<file path="src/rtl/clkctrl_pkg.sv">
// -----------------------------------------------------------------------------
// clkctrl_pkg
// Shared definitions for the CPU clock-select request controller:
//   - clk_state_t : FSM state encoding (also exported on clk_state)
//   - address-region constants used to classify host (slow) accesses
//   - default LINGER / TIMEOUT values
//   - is_host_acc() : host-access decode helper
// -----------------------------------------------------------------------------
package clkctrl_pkg;

  typedef enum logic [1:0] {
    HS_RUN = 2'd0,
    REQ_LS = 2'd1,
    LS_RUN = 2'd2,
    REQ_HS = 2'd3
  } clk_state_t;

  // Top address bits [15:14] of the two regions that can live on the host bus
  localparam logic [1:0] REGION_HOST = 2'b11;  // 0xC000-0xFFFF, always host
  localparam logic [1:0] REGION_ROM  = 2'b10;  // 0x8000-0xBFFF, host unless shadowed

  localparam int LINGER_DEFAULT  = 4;
  localparam int TIMEOUT_DEFAULT = 255;

  // A valid cycle is a host access when it targets the host region, or the
  // ROM region while the local shadow copy is disabled.
  function automatic logic is_host_acc(input logic [1:0] region,
                                       input logic       valid,
                                       input logic       rom_shadow_en);
    logic hit;
    hit = (region == REGION_HOST) ||
          ((region == REGION_ROM) && !rom_shadow_en);
    return valid && hit;
  endfunction

endpackage

</file>
<file path="src/rtl/clksel_req_ctrl_sync2.sv">
// -----------------------------------------------------------------------------
// sync2
// Two-flop synchroniser bringing a clock-switch acknowledge into the CPU
// clock domain. Both flops clear on reset.
// Ports:
//   clk   : destination clock
//   rst_b : asynchronous active-low reset
//   d     : asynchronous input
//   q     : synchronised output (two cycles of latency)
// -----------------------------------------------------------------------------
module sync2 (
  input  logic clk,
  input  logic rst_b,
  input  logic d,
  output logic q
);

  logic meta;

  // Synchroniser chain
  always_ff @(posedge clk or negedge rst_b) begin
    if (!rst_b) begin
      meta <= 1'b0;
      q    <= 1'b0;
    end else begin
      meta <= d;
      q    <= meta;
    end
  end

endmodule

</file>
<file path="src/rtl/clksel_req_ctrl.sv">
// -----------------------------------------------------------------------------
// clksel_req_ctrl
// Requests the high-speed (HS) or low-speed (LS) CPU clock from an external
// glitch-free clock switch, stalling the CPU via RDY while a switch is in
// flight. Host-bus accesses need LS; after LINGER consecutive non-host valid
// cycles in LS the block asks for HS again. A request that is not
// acknowledged within TIMEOUT cycles is abandoned in favour of LS and flagged
// in the sticky to_err bit.
// Parameters:
//   LINGER  : non-host valid cycles spent in LS_RUN before requesting HS
//   TIMEOUT : request-state cycles before abort (1..255)
// Ports:
//   cpuclk_in      : CPU clock
//   rst_b          : asynchronous active-low reset
//   cpu_addr       : CPU address
//   cpu_vda/vpa    : valid data / valid program address
//   rom_shadow_en  : 0x8000-0xBFFF is local when 1
//   hsclk_selected : HS acknowledge (asynchronous)
//   lsclk_selected : LS acknowledge (asynchronous)
//   err_clr        : clears to_err
//   hsclk_sel      : clock request, 1 = HS
//   cpu_rdy        : CPU RDY, 0 stalls
//   clk_state      : current FSM state
//   to_err         : sticky acknowledge-timeout flag
// -----------------------------------------------------------------------------
module clksel_req_ctrl
  import clkctrl_pkg::*;
#(
  parameter int LINGER  = LINGER_DEFAULT,
  parameter int TIMEOUT = TIMEOUT_DEFAULT
) (
  input  logic        cpuclk_in,
  input  logic        rst_b,
  input  logic [15:0] cpu_addr,
  input  logic        cpu_vda,
  input  logic        cpu_vpa,
  input  logic        rom_shadow_en,
  input  logic        hsclk_selected,
  input  logic        lsclk_selected,
  input  logic        err_clr,
  output logic        hsclk_sel,
  output logic        cpu_rdy,
  output logic [1:0]  clk_state,
  output logic        to_err
);

  localparam logic [7:0] LINGER_V = 8'(LINGER);
  // The abort fires in the cycle whose increment would reach TIMEOUT, so the
  // request state is occupied for exactly TIMEOUT cycles.
  localparam logic [7:0] TO_LAST  = 8'(TIMEOUT - 1);

  clk_state_t state;
  clk_state_t state_next;
  logic [7:0] linger_cnt;
  logic [7:0] linger_next;
  logic [7:0] wait_cnt;
  logic [7:0] wait_next;
  logic       to_err_next;
  logic       timeout_evt;
  logic       hs_ack;
  logic       ls_ack;
  logic       valid;
  logic       host_acc;
  logic       in_req;
  logic       addr_unused;

  sync2 u_sync_hs (
    .clk   (cpuclk_in),
    .rst_b (rst_b),
    .d     (hsclk_selected),
    .q     (hs_ack)
  );

  sync2 u_sync_ls (
    .clk   (cpuclk_in),
    .rst_b (rst_b),
    .d     (lsclk_selected),
    .q     (ls_ack)
  );

  // Only the region bits take part in the decode
  assign addr_unused = ^cpu_addr[13:0];

  assign valid    = cpu_vda | cpu_vpa;
  assign host_acc = is_host_acc(cpu_addr[15:14], valid, rom_shadow_en);
  assign in_req   = (state == REQ_LS) || (state == REQ_HS);

  // Next-state, linger counter and RDY decode
  always_comb begin
    state_next  = state;
    linger_next = linger_cnt;
    cpu_rdy     = 1'b1;
    timeout_evt = 1'b0;
    case (state)
      HS_RUN: begin
        // Stall the host access right away; it completes once LS is running
        cpu_rdy     = !host_acc;
        linger_next = LINGER_V;
        if (host_acc) begin
          state_next = REQ_LS;
        end else begin
          state_next = HS_RUN;
        end
      end
      REQ_LS: begin
        cpu_rdy     = 1'b0;
        linger_next = LINGER_V;
        if (wait_cnt == TO_LAST) begin
          timeout_evt = 1'b1;
          state_next  = LS_RUN;
        end else if (ls_ack && !hs_ack) begin
          state_next = LS_RUN;
        end else begin
          state_next = REQ_LS;
        end
      end
      LS_RUN: begin
        cpu_rdy = 1'b1;
        if (!valid || host_acc) begin
          linger_next = LINGER_V;
          state_next  = LS_RUN;
        end else if (linger_cnt == 8'd0) begin
          // Hold this non-host cycle so it executes on the HS clock
          cpu_rdy     = 1'b0;
          linger_next = LINGER_V;
          state_next  = REQ_HS;
        end else begin
          linger_next = linger_cnt - 8'd1;
          state_next  = LS_RUN;
        end
      end
      REQ_HS: begin
        cpu_rdy     = 1'b0;
        linger_next = LINGER_V;
        // New accesses never abort the request; a host access is handled
        // from HS_RUN once the switch has completed.
        if (wait_cnt == TO_LAST) begin
          timeout_evt = 1'b1;
          state_next  = LS_RUN;
        end else if (hs_ack && !ls_ack) begin
          state_next = HS_RUN;
        end else begin
          state_next = REQ_HS;
        end
      end
      default: begin
        cpu_rdy     = 1'b1;
        linger_next = LINGER_V;
        state_next  = LS_RUN;
      end
    endcase
  end

  // Saturating wait counter, cleared on entry to a request state
  always_comb begin
    wait_next = wait_cnt;
    if ((state_next != state) &&
        ((state_next == REQ_LS) || (state_next == REQ_HS))) begin
      wait_next = 8'd0;
    end else if (in_req && (wait_cnt != 8'hFF)) begin
      wait_next = wait_cnt + 8'd1;
    end else begin
      wait_next = wait_cnt;
    end
  end

  // Sticky timeout flag; a timeout in the same cycle beats err_clr
  always_comb begin
    to_err_next = to_err;
    if (timeout_evt) begin
      to_err_next = 1'b1;
    end else if (err_clr) begin
      to_err_next = 1'b0;
    end else begin
      to_err_next = to_err;
    end
  end

  // State and counter registers
  always_ff @(posedge cpuclk_in or negedge rst_b) begin
    if (!rst_b) begin
      state      <= LS_RUN;
      linger_cnt <= 8'd0;
      wait_cnt   <= 8'd0;
      to_err     <= 1'b0;
    end else begin
      state      <= state_next;
      linger_cnt <= linger_next;
      wait_cnt   <= wait_next;
      to_err     <= to_err_next;
    end
  end

  assign hsclk_sel = (state == HS_RUN) || (state == REQ_HS);
  assign clk_state = state;

endmodule

</file>
<file path="config.mk">
export PLATFORM = sky130hd
export DESIGN_NAME = clksel_req_ctrl
export DESIGN_NICKNAME = d
export VERILOG_FILES = /design/src/rtl/clkctrl_pkg.sv /design/src/rtl/clksel_req_ctrl_sync2.sv /design/src/rtl/clksel_req_ctrl.sv
export SDC_FILE = /design/constraint.sdc
export NUM_CORES = 1
export LEC_CHECK = 0
export CAP_MARGIN = 20
export CORE_UTILIZATION = 49
export DETAILED_ROUTE_END_ITERATION = 10
export PLACE_DENSITY = 0.79
export SLEW_MARGIN = 25
export SYNTH_ARGS = -nofsm -noshare
export SYNTH_HDL_FRONTEND = slang
export SYNTH_SLANG_ARGS = --single-unit
</file>
<file path="constraint.sdc">
create_clock -name cpuclk_in -period 2.5 [get_ports cpuclk_in]
set_input_delay 0.375 -clock cpuclk_in [delete_from_list [all_inputs] [get_ports cpuclk_in]]
set_output_delay 0.375 -clock cpuclk_in [all_outputs]
set_load 0.02 [all_outputs]
</file>
==> impl_metrics.json, run 1 <==
{
  "status": "finished clean",
  "met3_usage_pct": 2.61,
  "synth_nets": 159,
  "syn_area_per_cell_um2": 9.68,
  "gp_congestion": 0.786,
  "drv_slew": 0,
  "root_buffer": "clkbuf_4",
  "ys_warn_count": 0,
  "finalNonFillerCells": 175,
  "final_cell_mix": "dfrtp_1, nor2_1, a21oi_1, clkdlybuf4s50_1, inv_1",
  "p_leak_nw": 0.641,
  "cts_tree": "yes",
  "drc": 0,
  "hpwl_um": 1670,
  "clkTransAtPathRegs_ns": 0.12,
  "synthToLayoutAreaGrowth_pct": 16.5,
  "critPathLaunchType": "register",
  "via_per_inst": 5.55,
  "clk_latency_ns": 0.31,
  "swShare_pct": 40.4,
  "grt_pass1_vias": 934,
  "min_from": "u_sync_ls.meta",
  "switchingPower_mw": 0.473,
  "ys_seq_area_share_pct": 46.6,
  "busiest_layer": "met2",
  "synth_flop_cell": "dfrtp_1",
  "placed_cells": 170,
  "crit_arrival_ns": 2.04,
  "r2r_slack_ns": 0.27,
  "clkSinkCount": 23,
  "synth-edff-count": 0,
  "grt_pass1_wl_um": 3740,
  "hold_class": "reg2reg",
  "grt_setup_unrepaired": "no",
  "clkPwrFrac_pct": 14.6,
  "worst_pin_slew_ns": 0.748,
  "ir_worst_vdd_uv": 518,
  "p_seq_share_pct": 40.8,
  "wire_per_inst_um": 13.0,
  "finalHoldWorstSlack_ns": 0.360,
  "r2r_start": "clk_state[0]",
  "drt_iter0_drc": 20,
  "criticalPathCategory": "reg2out",
  "num_io_pins": 29,
  "syn_inst": 128,
  "cts_hold_buf": 0,
  "maxCapViolations": 0,
  "grt_overflow": 0,
  "utilization_pct": 62.8,
  "intPower_mw": 0.697,
  "netlist_area_um2": 1240,
  "grt_max_degree": 18,
  "met2_usage_pct": 32.1,
  "crit_fanout": 3,
  "firstDrtPassIters": 6,
  "grt_usage_pct": 18.9,
  "async_reset_ff_share_pct": 100,
  "nets": 179,
  "diodes": 0,
  "skew_ns": 0.0105,
  "power_frac_comb_pct": 44.6,
  "finalWorstSetupSlack_ns": 0.0842,
  "port_buffers": 14,
  "powerDensity_nw_per_um2": 811,
  "htree_levels": 1,
  "crit_start": "linger_cnt[3]",
  "period_share_pct": 96.6,
  "final_layout_size_suffix_gt1_share_pct": 9.52,
  "rows": 17,
  "drt_wl_total_um": 2270,
  "start_util_pct": 53.9,
  "num_vias": 971,
  "die_w_um": 52.3,
  "fin_tns_setup_ns": 0,
  "coreArea_um2": 2300,
  "crit_required_ns": 2.12,
  "final_common_cell": "dfrtp_1",
  "use_met1_pct": 22.2,
  "pre_cts_ws_ns": -0.0357,
  "slew-limit-headroom_pct": 49.9,
  "final_antenna_net_count": 0,
  "end_kind": "output pin",
  "setup_violations": 0,
  "ys_types": 35,
  "dieArea_um2": 2730,
  "yosys_register_bits": 23,
  "fin_crit_ns": 2.42,
  "die_y_um": 52.3,
  "max_freq_mhz": 414,
  "antenna_found_initial": 0,
  "clock_path_buffers": 2,
  "cts_made_buffers": 3,
  "finalHoldViolations": 0
}
## worst paths after layout
| check | cells past startpoint | endpoint |
|---|---|---|
| max | 5 | cpu_rdy |
| min reg2reg | 0 | u_sync_ls.q |
| max reg2reg | 5 | wait_cnt[2] |
| min | 0 | u_sync_ls.q |
| min in group asynchronous | 1 | linger_cnt[3] |
| max in group asynchronous | 2 | u_sync_ls.meta |
## sequential cells by signal, summed over array words and instances, names as in the netlist
register / cells
linger_cnt: 8
clk_state: 2
wait_cnt: 8
u_sync_hs.meta: 1
u_sync_ls.q: 1
to_err: 1
u_sync_ls.meta: 1
u_sync_hs.q: 1
## final cells by class
type,count,area [um^2]
multi-input combinational,94,613
timing repair buffer,17,158
inverter,9,33.8
clock buffer,4,26.3
sequential,23,577
fill,209,855
tap,28,35.0
## layer usage
metal | up-vias | wire length [um]
li1 | 479 | -
met5 | - | 0
met4 | 0 | 54
met3 | 4 | 86
met1 | 467 | 1020
met2 | 21 | 1110
## worst max-delay path, cell delays in order (launching register included)
cell     delay, ns
dfrtp_1       0.40
or4_1         0.55
or3_4         0.40
o21ai_1       0.13
o21ai_0       0.08
buf_2         0.17
## logic make-up (layout without fill, tap and decap cells)
group	Yosys count	in the layout	synth area share [%]
AND/OR/NAND/NOR	47	47	19.7
AO/OA/AOI/OAI	28	28	14.0
flip-flops	23	23	46.6
buffers and inverters	11	30	3.94
XOR/XNOR	10	10	7.07
adder cells (fa/ha/maj)	8	8	7.88
multiplexers	1	1	0.808
## cell usage after synthesis, types with 2 or more instances
library cell	instances	area (um^2)
a21oi_1	13	65.1
and2_1	2	12.5
nand2_1	7	26.3
ha_1	7	87.6
dfrtp_1	22	551
xnor2_1	5	43.8
nand2b_1	4	25.0
nand3_1	7	35.0
xor2_1	5	43.8
nand4_1	2	12.5
nor3_1	2	10.0
inv_1	9	33.8
nor2_1	14	52.6
o21ai_0	8	40.0
## stage by stage
| step | instance area, um^2 | power (mW) |
|---|---|---|
| finish | 1440 | 1.17 |
| global route | 1440 | 1.25 |
| CTS | 1440 | 1.18 |
| detailed placement | 1410 | 1.01 |
| global placement | 1410 | 0.986 |
| floorplan | 1240 | 0.868 |
## power by group through the flow
stage	Combinational (mW)	Sequential, mW	Clock, mW
3_3_place_gp	0.506	0.479	0
2_1_floorplan	0.380	0.489	0
3_5_place_dp	0.531	0.483	0
4_1_cts	0.524	0.477	0.177
5_1_grt	0.574	0.487	0.188
6_report	0.523	0.477	0.171
## repair_timing
item / 4_1_cts / 5_1_grt
buffers inserted: 1 / 0
endpoints found under the setup margin: 1 / 1
resized for setup: 5 / 1
Note: power is estimated with default switching activity, not from simulation.
==> run 2: changes to the inputs <==
- CTS_CLUSTER_SIZE: default -> 10
==> results of run 2 <==
The final DEF is identical to that of run 1; final timing and power are the same.
